`src/rtl/mac_pipe_pkg.sv`:
```
// ============================================================================
// mac_pipe_pkg : opcode encoding and width helper shared by the MAC pipeline
// Revision     : 1.0
// ============================================================================
`default_nettype none

package mac_pipe_pkg;

  typedef enum logic [1:0] {
    OP_MUL   = 2'b00,
    OP_MADD  = 2'b01,
    OP_MAC   = 2'b10,
    OP_MACLD = 2'b11
  } op_e;

  function automatic int acc_width(input int bits, input int guard);
    return 2 * bits + guard;
  endfunction

endpackage

`default_nettype wire

```
`src/rtl/mac_pipe_mult.sv`:
```
// ============================================================================
// mac_mult : combinational BITS x BITS -> 2*BITS multiplier, signed or unsigned
// Revision : 1.0
// ============================================================================
`default_nettype none

module mac_mult #(
  parameter int BITS   = 32,
  parameter int SIGNED = 1
) (
  input  logic [BITS-1:0]   a_i,
  input  logic [BITS-1:0]   b_i,
  output logic [2*BITS-1:0] p_o
);

  logic [2*BITS-1:0] w_a;
  logic [2*BITS-1:0] w_b;

  // Operands are widened first so the truncated 2*BITS product is exact.
  generate
    if (SIGNED != 0) begin : g_signed
      assign w_a = (2*BITS)'($signed(a_i));
      assign w_b = (2*BITS)'($signed(b_i));
    end else begin : g_unsigned
      assign w_a = (2*BITS)'(a_i);
      assign w_b = (2*BITS)'(b_i);
    end
  endgenerate

  assign p_o = w_a * w_b;

endmodule

`default_nettype wire

```
`src/rtl/mac_pipe.sv`:
```
// ============================================================================
// mac_pipe : two-stage multiply / multiply-add / accumulate pipeline with
//            valid/ready handshakes; MAC_PIPE_SAT_EN enables MAC saturation.
// Revision : 1.0
// ============================================================================
`default_nettype none

module mac_pipe
  import mac_pipe_pkg::*;
#(
  parameter int BITS   = 32,
  parameter int GUARD  = 8,
  parameter int SIGNED = 1
) (
  input  logic                    clk,
  input  logic                    rst_n,
  input  logic                    in_valid,
  output logic                    in_ready,
  input  logic [1:0]              func,
  input  logic [BITS-1:0]         a,
  input  logic [BITS-1:0]         b,
  input  logic [BITS-1:0]         c,
  output logic                    out_valid,
  input  logic                    out_ready,
  output logic [2*BITS+GUARD-1:0] result,
  output logic                    ovf
);

  localparam int AW = acc_width(BITS, GUARD);
  localparam int PW = 2 * BITS;

  logic              w_advance;
  logic [PW-1:0]     w_prod;
  logic [AW-1:0]     w_prod_ext;
  logic [AW-1:0]     w_c_ext;
  logic [AW:0]       w_acc_x;
  logic [AW:0]       w_prod_x;
  logic [AW:0]       w_sum_x;
  logic              w_mac_ovf;
  logic [AW-1:0]     w_mac_val;

  logic              s1_valid_q;
  logic [PW-1:0]     s1_prod_q;
  logic [BITS-1:0]   s1_c_q;
  op_e               s1_op_q;
  logic              s2_valid_q;
  logic [AW-1:0]     result_q, result_d;
  logic              ovf_q, ovf_d;
  logic [AW-1:0]     acc_q, acc_d;

  mac_mult #(
    .BITS   (BITS),
    .SIGNED (SIGNED)
  ) u_mult (
    .a_i (a),
    .b_i (b),
    .p_o (w_prod)
  );

  assign w_advance = !s2_valid_q || out_ready;
  assign in_ready  = w_advance;
  assign out_valid = s2_valid_q;
  assign result    = result_q;
  assign ovf       = ovf_q;

  // One extra bit on the MAC sum exposes overflow out of the accumulator width.
  generate
    if (SIGNED != 0) begin : g_sext
      assign w_prod_ext = AW'($signed(s1_prod_q));
      assign w_c_ext    = AW'($signed(s1_c_q));
      assign w_acc_x    = {acc_q[AW-1], acc_q};
      assign w_prod_x   = {w_prod_ext[AW-1], w_prod_ext};
      assign w_mac_ovf  = w_sum_x[AW] ^ w_sum_x[AW-1];
    end else begin : g_zext
      assign w_prod_ext = AW'(s1_prod_q);
      assign w_c_ext    = AW'(s1_c_q);
      assign w_acc_x    = {1'b0, acc_q};
      assign w_prod_x   = {1'b0, w_prod_ext};
      assign w_mac_ovf  = w_sum_x[AW];
    end
  endgenerate

  assign w_sum_x = w_acc_x + w_prod_x;

`ifdef MAC_PIPE_SAT_EN
  always_comb begin
    w_mac_val = w_sum_x[AW-1:0];
    if (w_mac_ovf) begin
      if (SIGNED != 0) begin
        w_mac_val = w_sum_x[AW] ? {1'b1, {(AW-1){1'b0}}} : {1'b0, {(AW-1){1'b1}}};
      end else begin
        w_mac_val = '1;
      end
    end
  end
`else
  assign w_mac_val = w_sum_x[AW-1:0];
`endif

  always_comb begin
    result_d = w_prod_ext;
    ovf_d    = 1'b0;
    acc_d    = acc_q;
    case (s1_op_q)
      OP_MADD:  result_d = w_prod_ext + w_c_ext;
      OP_MAC: begin
        result_d = w_mac_val;
        ovf_d    = w_mac_ovf;
        acc_d    = w_mac_val;
      end
      OP_MACLD: acc_d = w_prod_ext;
      default:  ;
    endcase
  end

  always_ff @(posedge clk or negedge rst_n) begin
    if (!rst_n) begin
      s1_valid_q <= 1'b0;
      s1_prod_q  <= '0;
      s1_c_q     <= '0;
      s1_op_q    <= OP_MUL;
      s2_valid_q <= 1'b0;
      result_q   <= '0;
      ovf_q      <= 1'b0;
      acc_q      <= '0;
    end else if (w_advance) begin
      s1_valid_q <= in_valid;
      if (in_valid) begin
        s1_prod_q <= w_prod;
        s1_c_q    <= c;
        s1_op_q   <= op_e'(func);
      end
      s2_valid_q <= s1_valid_q;
      if (s1_valid_q) begin
        result_q <= result_d;
        ovf_q    <= ovf_d;
        acc_q    <= acc_d;
      end
    end
  end

endmodule

`default_nettype wire

```
`config.mk`:
```
export PLATFORM = sky130hd
export DESIGN_NAME = mac_pipe
export DESIGN_NICKNAME = d
export VERILOG_FILES = /design/src/rtl/mac_pipe_pkg.sv /design/src/rtl/mac_pipe_mult.sv /design/src/rtl/mac_pipe.sv
export SDC_FILE = /design/constraint.sdc
export NUM_CORES = 2
export LEC_CHECK = 0
export CORE_UTILIZATION = 55
export DETAILED_ROUTE_END_ITERATION = 6
export PLACE_DENSITY_LB_ADDON = 0.2
export SLEW_MARGIN = 20
export SYNTH_ARGS = -nofsm -noshare
export SYNTH_HDL_FRONTEND = slang
export SYNTH_HIERARCHICAL = 1
export SYNTH_SLANG_ARGS = --single-unit
```
`constraint.sdc`:
```
create_clock -name clk -period 3.5 [get_ports clk]
set_input_delay 0.525 -clock clk [delete_from_list [all_inputs] [get_ports clk]]
set_output_delay 0.525 -clock clk [all_outputs]
set_load 0.01 [all_outputs]
```
Yosys cells after proc, flatten, opt, wreduce, memory -nomap -nowiden. Cells that the tools add are included.

Bits in read-only memories: 0. Flip-flop bits (word level): 245. Memory bits (writable): 0. Memories: 0. Word-level logic and storage cells: 24. Bits in latches: 0.

Multipliers: 1. Shifts and indexed selects: 0. Equal/unequal tests: 3. Mux-type cells: 3. Order comparisons: 0. $add $sub $neg: 2. Bitwise gates (word level): 1. Reductions and logical operators: 6. Divide/modulo/power cells: 0.

Operators by type and width (count): $pmux W72 S2 (2); $add A72 B64 Y73 (1); $add A64 B32 Y65 (1); $mul A32 B32 Y64 (1); $eq A2 B2 Y1 const B (2); $reduce_and A2 Y1 (2); $reduce_and A3 Y1 (1); $eq A2 B1 Y1 const B (1); $reduce_bool A2 Y1 (1); $logic_not A1 Y1 (1); $logic_or A1 B1 Y1 (1); $mux W1 (1); $xor A1 B1 Y1 (1).

Depth between registers and ports, before layout.
Word-level depth: 3. Depth in mapped cells: 29. Gate-level depth less buffers: 27.

Cells and area by module. Netlist, hierarchy kept.

By module, submodules not included: mac_mult (area an instance 36481.2 sq um, instances 1, cells each 3952); mac_pipe (area an instance 18475.2 sq um, instances 1, cells each 2073).

Worst setup path before layout. No wires, ideal clock.

Path type: input to register. Start point: in b[2]. End point: reg s1_prod_q[61]. Cell stages on the path: 25. Required time: 3.375 ns. Path buffers: 2. Setup time: 0.125 ns. Arrival time: 7.837 ns. Slack: -4.461 ns. Path through: clkbuf_1 -> nand2_1 -> inv_1 -> fa_1 -> fa_1 -> fa_1 -> fa_1 -> inv_1 -> fa_1 -> inv_1 -> fa_1 -> fa_1 -> fa_1 -> ha_1 -> clkbuf_1 -> a21o_1 -> a21o_1 -> a21oi_1 -> o21ai_0 -> a21oi_1 -> o21ai_2 -> a41o_2 -> a31o_1 -> xor2_1 -> mux2_2.

Cells in the longest elaborated chain, start to end: 1.

Ends and longest elaborated chain: start, declared (line mac_pipe.sv:21) `input logic [BITS-1:0] b,`; $mul A32 B32 Y64 (line mac_pipe_mult.sv:30) `assign p_o = w_a * w_b;`; via w_prod[61] (line mac_pipe.sv:33) `logic [PW-1:0] w_prod;`; end signal, assigned (line mac_pipe.sv:129) `s1_prod_q <= w_prod;`; end, declared (line mac_pipe.sv:43) `logic [PW-1:0] s1_prod_q;`.

The timed path passes the listed nets, and every way through them passes these cells. A chain may end at the register's enable or synchronous reset.

Worst setup path after layout.
Start point: in b[5]. End point: reg s1_prod_q[61].

Same word-level chain as after synthesis.

==> impl_metrics.py <==
metrics = {
    "setup_path": {
        "end_kind": "flip-flop",
        "critPathBufInv": 7,
        "reg2reg_slack_ns": -0.02,
        "crit_top_cell": "fa_1",
        "slowest_delay_ns": 0.62,
        "reg2reg_from": "s1_prod_q[9]",
        "path_max_fanout": 5,
        "path_class": "input port to flip-flop",
        "cp.required_ns": 3.95,
        "arrival_ns": 7.78,
        "cp_top_family": "adder cells",
        "worstRegToRegCells": 16,
        "cp_slowest_cell": "fa_2",
        "worstReg2RegEnd": "result[68]",
        "start_kind": "input port",
    },
    "job": {
        "cap_violations": 0,
    },
    "sta": {
        "whs_ns": -0.05120,
        "period_share_pct": 209.4,
        "skew_ns": 0.02626,
        "clock.fmax_mhz": 136.4,
        "hold_viol_final": 21,
        "relSlewSlack_pct": 41.17,
        "rsz0062_at_grt": "yes",
        "finalSetupViolCount": 61,
        "worst_pin_slew_ns": 0.8792,
        "setup_ws_ns": -3.829,
        "slew_viol_final": 0,
        "period_needed_ns": 7.329,
    },
    "global_routing": {
        "gr-usage-all-layers_pct": 36.13,
        "grt_first_pass_wirelength_um": 284100,
        "first_global_vias": 49760,
        "grt_max_degree": 124,
        "antenna_found_initial": 1,
        "overflow": 0,
    },
    "yosys": {
        "syn-num-nets": 7534,
        "synth_mux_area_share_pct": 3.046,
        "synthAdderAreaFrac_pct": 46.84,
        "syn_area_per_cell_um2": 9.121,
        "synth_compound_area_share_pct": 11.08,
        "ys.flop_type": "dfrtp_1",
        "netlist.top_cell.by_area": "fa_1",
        "synthXorXnorAreaFrac_pct": 3.203,
        "seq_area_frac_synth_pct": 11.16,
        "yosysMostFrequentCell": "inv_1",
        "synth-edff-count": 0,
        "yosys.area.top_type_share_pct": 39.49,
        "synthCells": 6025,
        "async_flop_share_pct": 100.0,
        "netlist_area_mm2": 0.05496,
        "ys_seq_elements": 245,
        "ys_types": 103,
        "yosysWarnings": 6,
        "synth_simple_gate_area_share_pct": 14.93,
        "synthTopCellsByArea": "fa_1 (39%), dfrtp_1 (11%), inv_1 (7.5%), ha_1 (7.4%), and2_1 (5.9%)",
        "synth_top_family_by_area": "adder cells",
        "synthTopCellsByCount": "inv_1 (1,092), fa_1 (1,084), nand2_1 (770)",
    },
    "layout": {
        "fin_util_pct": 71.56,
        "area_growth_pct": 28.53,
        "seq_area_mm2": 0.006137,
        "drive_gt1_share_pct": 26.12,
        "multi_input_area_mm2": 0.04635,
        "fin_nets": 8351,
        "fillCellCount": 7126,
    },
    "clock_network": {
        "hold_buffers": 0,
        "cts_made_buffers": 26,
        "insertion_delay_ns": 0.58,
        "clkTransAtPathRegs_ns": 0.06,
        "h-tree-depth": 1,
        "cts_tree": "done",
        "clkSinkCount": 245,
        "clockBufferDepth": 3,
        "clock-root-buffer": "clkbuf_16",
    },
    "detailed_routing": {
        "wl_per_cell_um": 22.49,
        "routed_wl_um": 183300,
        "avgViaCountPerCell": 5.765,
        "ant_nets": 0,
        "drtPass1Iterations": 6,
        "via_count": 46990,
        "drt_iter0_drc": 3961,
        "post-route-drc-count": 0,
    },
    "floorplanning": {
        "core_mm2": 0.09871,
        "initial_core_util_pct": 55.68,
        "dieArea_mm2": 0.1012,
        "io_pins": 177,
        "fp.dieH_um": 318.1,
        "chipWidth_um": 318.1,
        "core.rowCount": 115,
    },
    "place": {
        "portBuffers": 176,
        "dp_hpwl_um": 136700,
        "post-place-ws_ns": -4.690,
        "gp_congestion": 0.9781,
    },
    "worst_hold_path": {
        "hp-class": "input port to async pin",
    },
    "outcome": {
        "status": "finished with violations",
        "failed_checks": "negative hold slack, negative setup slack",
    },
}
[layout make-up]
cell class / instances / share of cell area, %
Inverter: 1092 / 5.808
Multi-Input combinational cell: 4362 / 65.62
Sequential cell: 245 / 8.689
Clock buffer: 33 / 1.073
Timing Repair Buffer: 1115 / 16.19
Tap cell: 1287 / 2.280
Antenna cell: 2 / 0.007086
Clock inverter: 14 / 0.3366
[repair_timing]
item | 4_1_cts | 5_1_grt
endpoints found under the setup margin | 107 | 115
cloned | 43 | 1
pin swaps | 288 | 146
gates resized for setup | 661 | 252
buffers inserted | 119 | 28
[worst max path at each step]
stage | endpoint | start | depth (start not counted)
finish | s1_prod_q[61] | b[5] | 27
floorplan | s1_prod_q[63] | a[31] | 24
global route | s1_prod_q[61] | b[5] | 27
detailed placement | s1_prod_q[60] | b[7] | 28
CTS | s1_prod_q[61] | a[16] | 26
global placement | s1_prod_q[63] | a[31] | 29
[placed cells by master, fill, tap and decap left out, types with 29 or more instances in the layout]
master	synthesis	layout
inv_1	1092	993
ha_4	0	68
nand4_1	47	47
o21ai_1	25	30
xnor2_1	122	115
a221o_1	32	32
a21o_1	105	104
mux2_2	98	81
nor2_1	143	129
nand2_4	0	32
buf_6	0	94
xor2_1	79	76
clkdlybuf4s50_1	0	112
o21ai_0	258	232
and2_4	0	76
ha_1	323	247
and2_1	521	444
buf_4	2	713
inv_2	0	97
nand2_2	2	31
a21oi_2	6	44
mux2i_1	57	57
fa_1	1084	988
nand2b_1	30	29
dfrtp_1	245	240
nand2_1	770	709
a21oi_1	242	192
nand3_1	44	41
fa_2	0	96
buf_12	0	109
[layer usage]
layer	GRT usage (%)	wire length, µm
met1	49.07	73600
met3	5.183	15680
met4	15.35	9735
met2	58.19	84250
met5	0	58
[cells by family (layout without fill, tap and decap cells)]
kind of cell | count (synthesis) | count (layout)
AO/OA/AOI/OAI | 922 | 922
XOR/XNOR | 201 | 201
adder cells (fa/ha/maj) | 1407 | 1407
buffers and inverters | 1418 | 2254
flip-flops | 245 | 245
multiplexers | 155 | 155
other | 0 | 2
AND/OR/NAND/NOR | 1677 | 1677
[flip-flops by register name (all words and copies together) (netlist names)]
register / count
out_valid: 1
ovf: 1
s1_prod_q: 64
s1_op_q: 2
s1_c_q: 32
acc_q: 72
result: 72
s1_valid_q: 1
[through the flow]
step / std cells / hold slack (ns) / cell area, µm² / TNS [ns]
2_1_floorplan: 6025 / 0.2294 / 57040 / -173.59
3_3_place_gp: 7920 / 0.4611 / 65090 / -236.68
3_5_place_dp: 7920 / 0.4679 / 65090 / -241.68
4_1_cts: 8129 / 0.02200 / 69730 / -176.83
5_1_grt: 8148 / 0.01489 / 70630 / -191.51
6_report: 8150 / -0.05120 / 70630 / -182.92
Power is left out: the tool's default activity adds up to more than one toggle a clock period on the data nets, which glitch-free logic cannot reach.
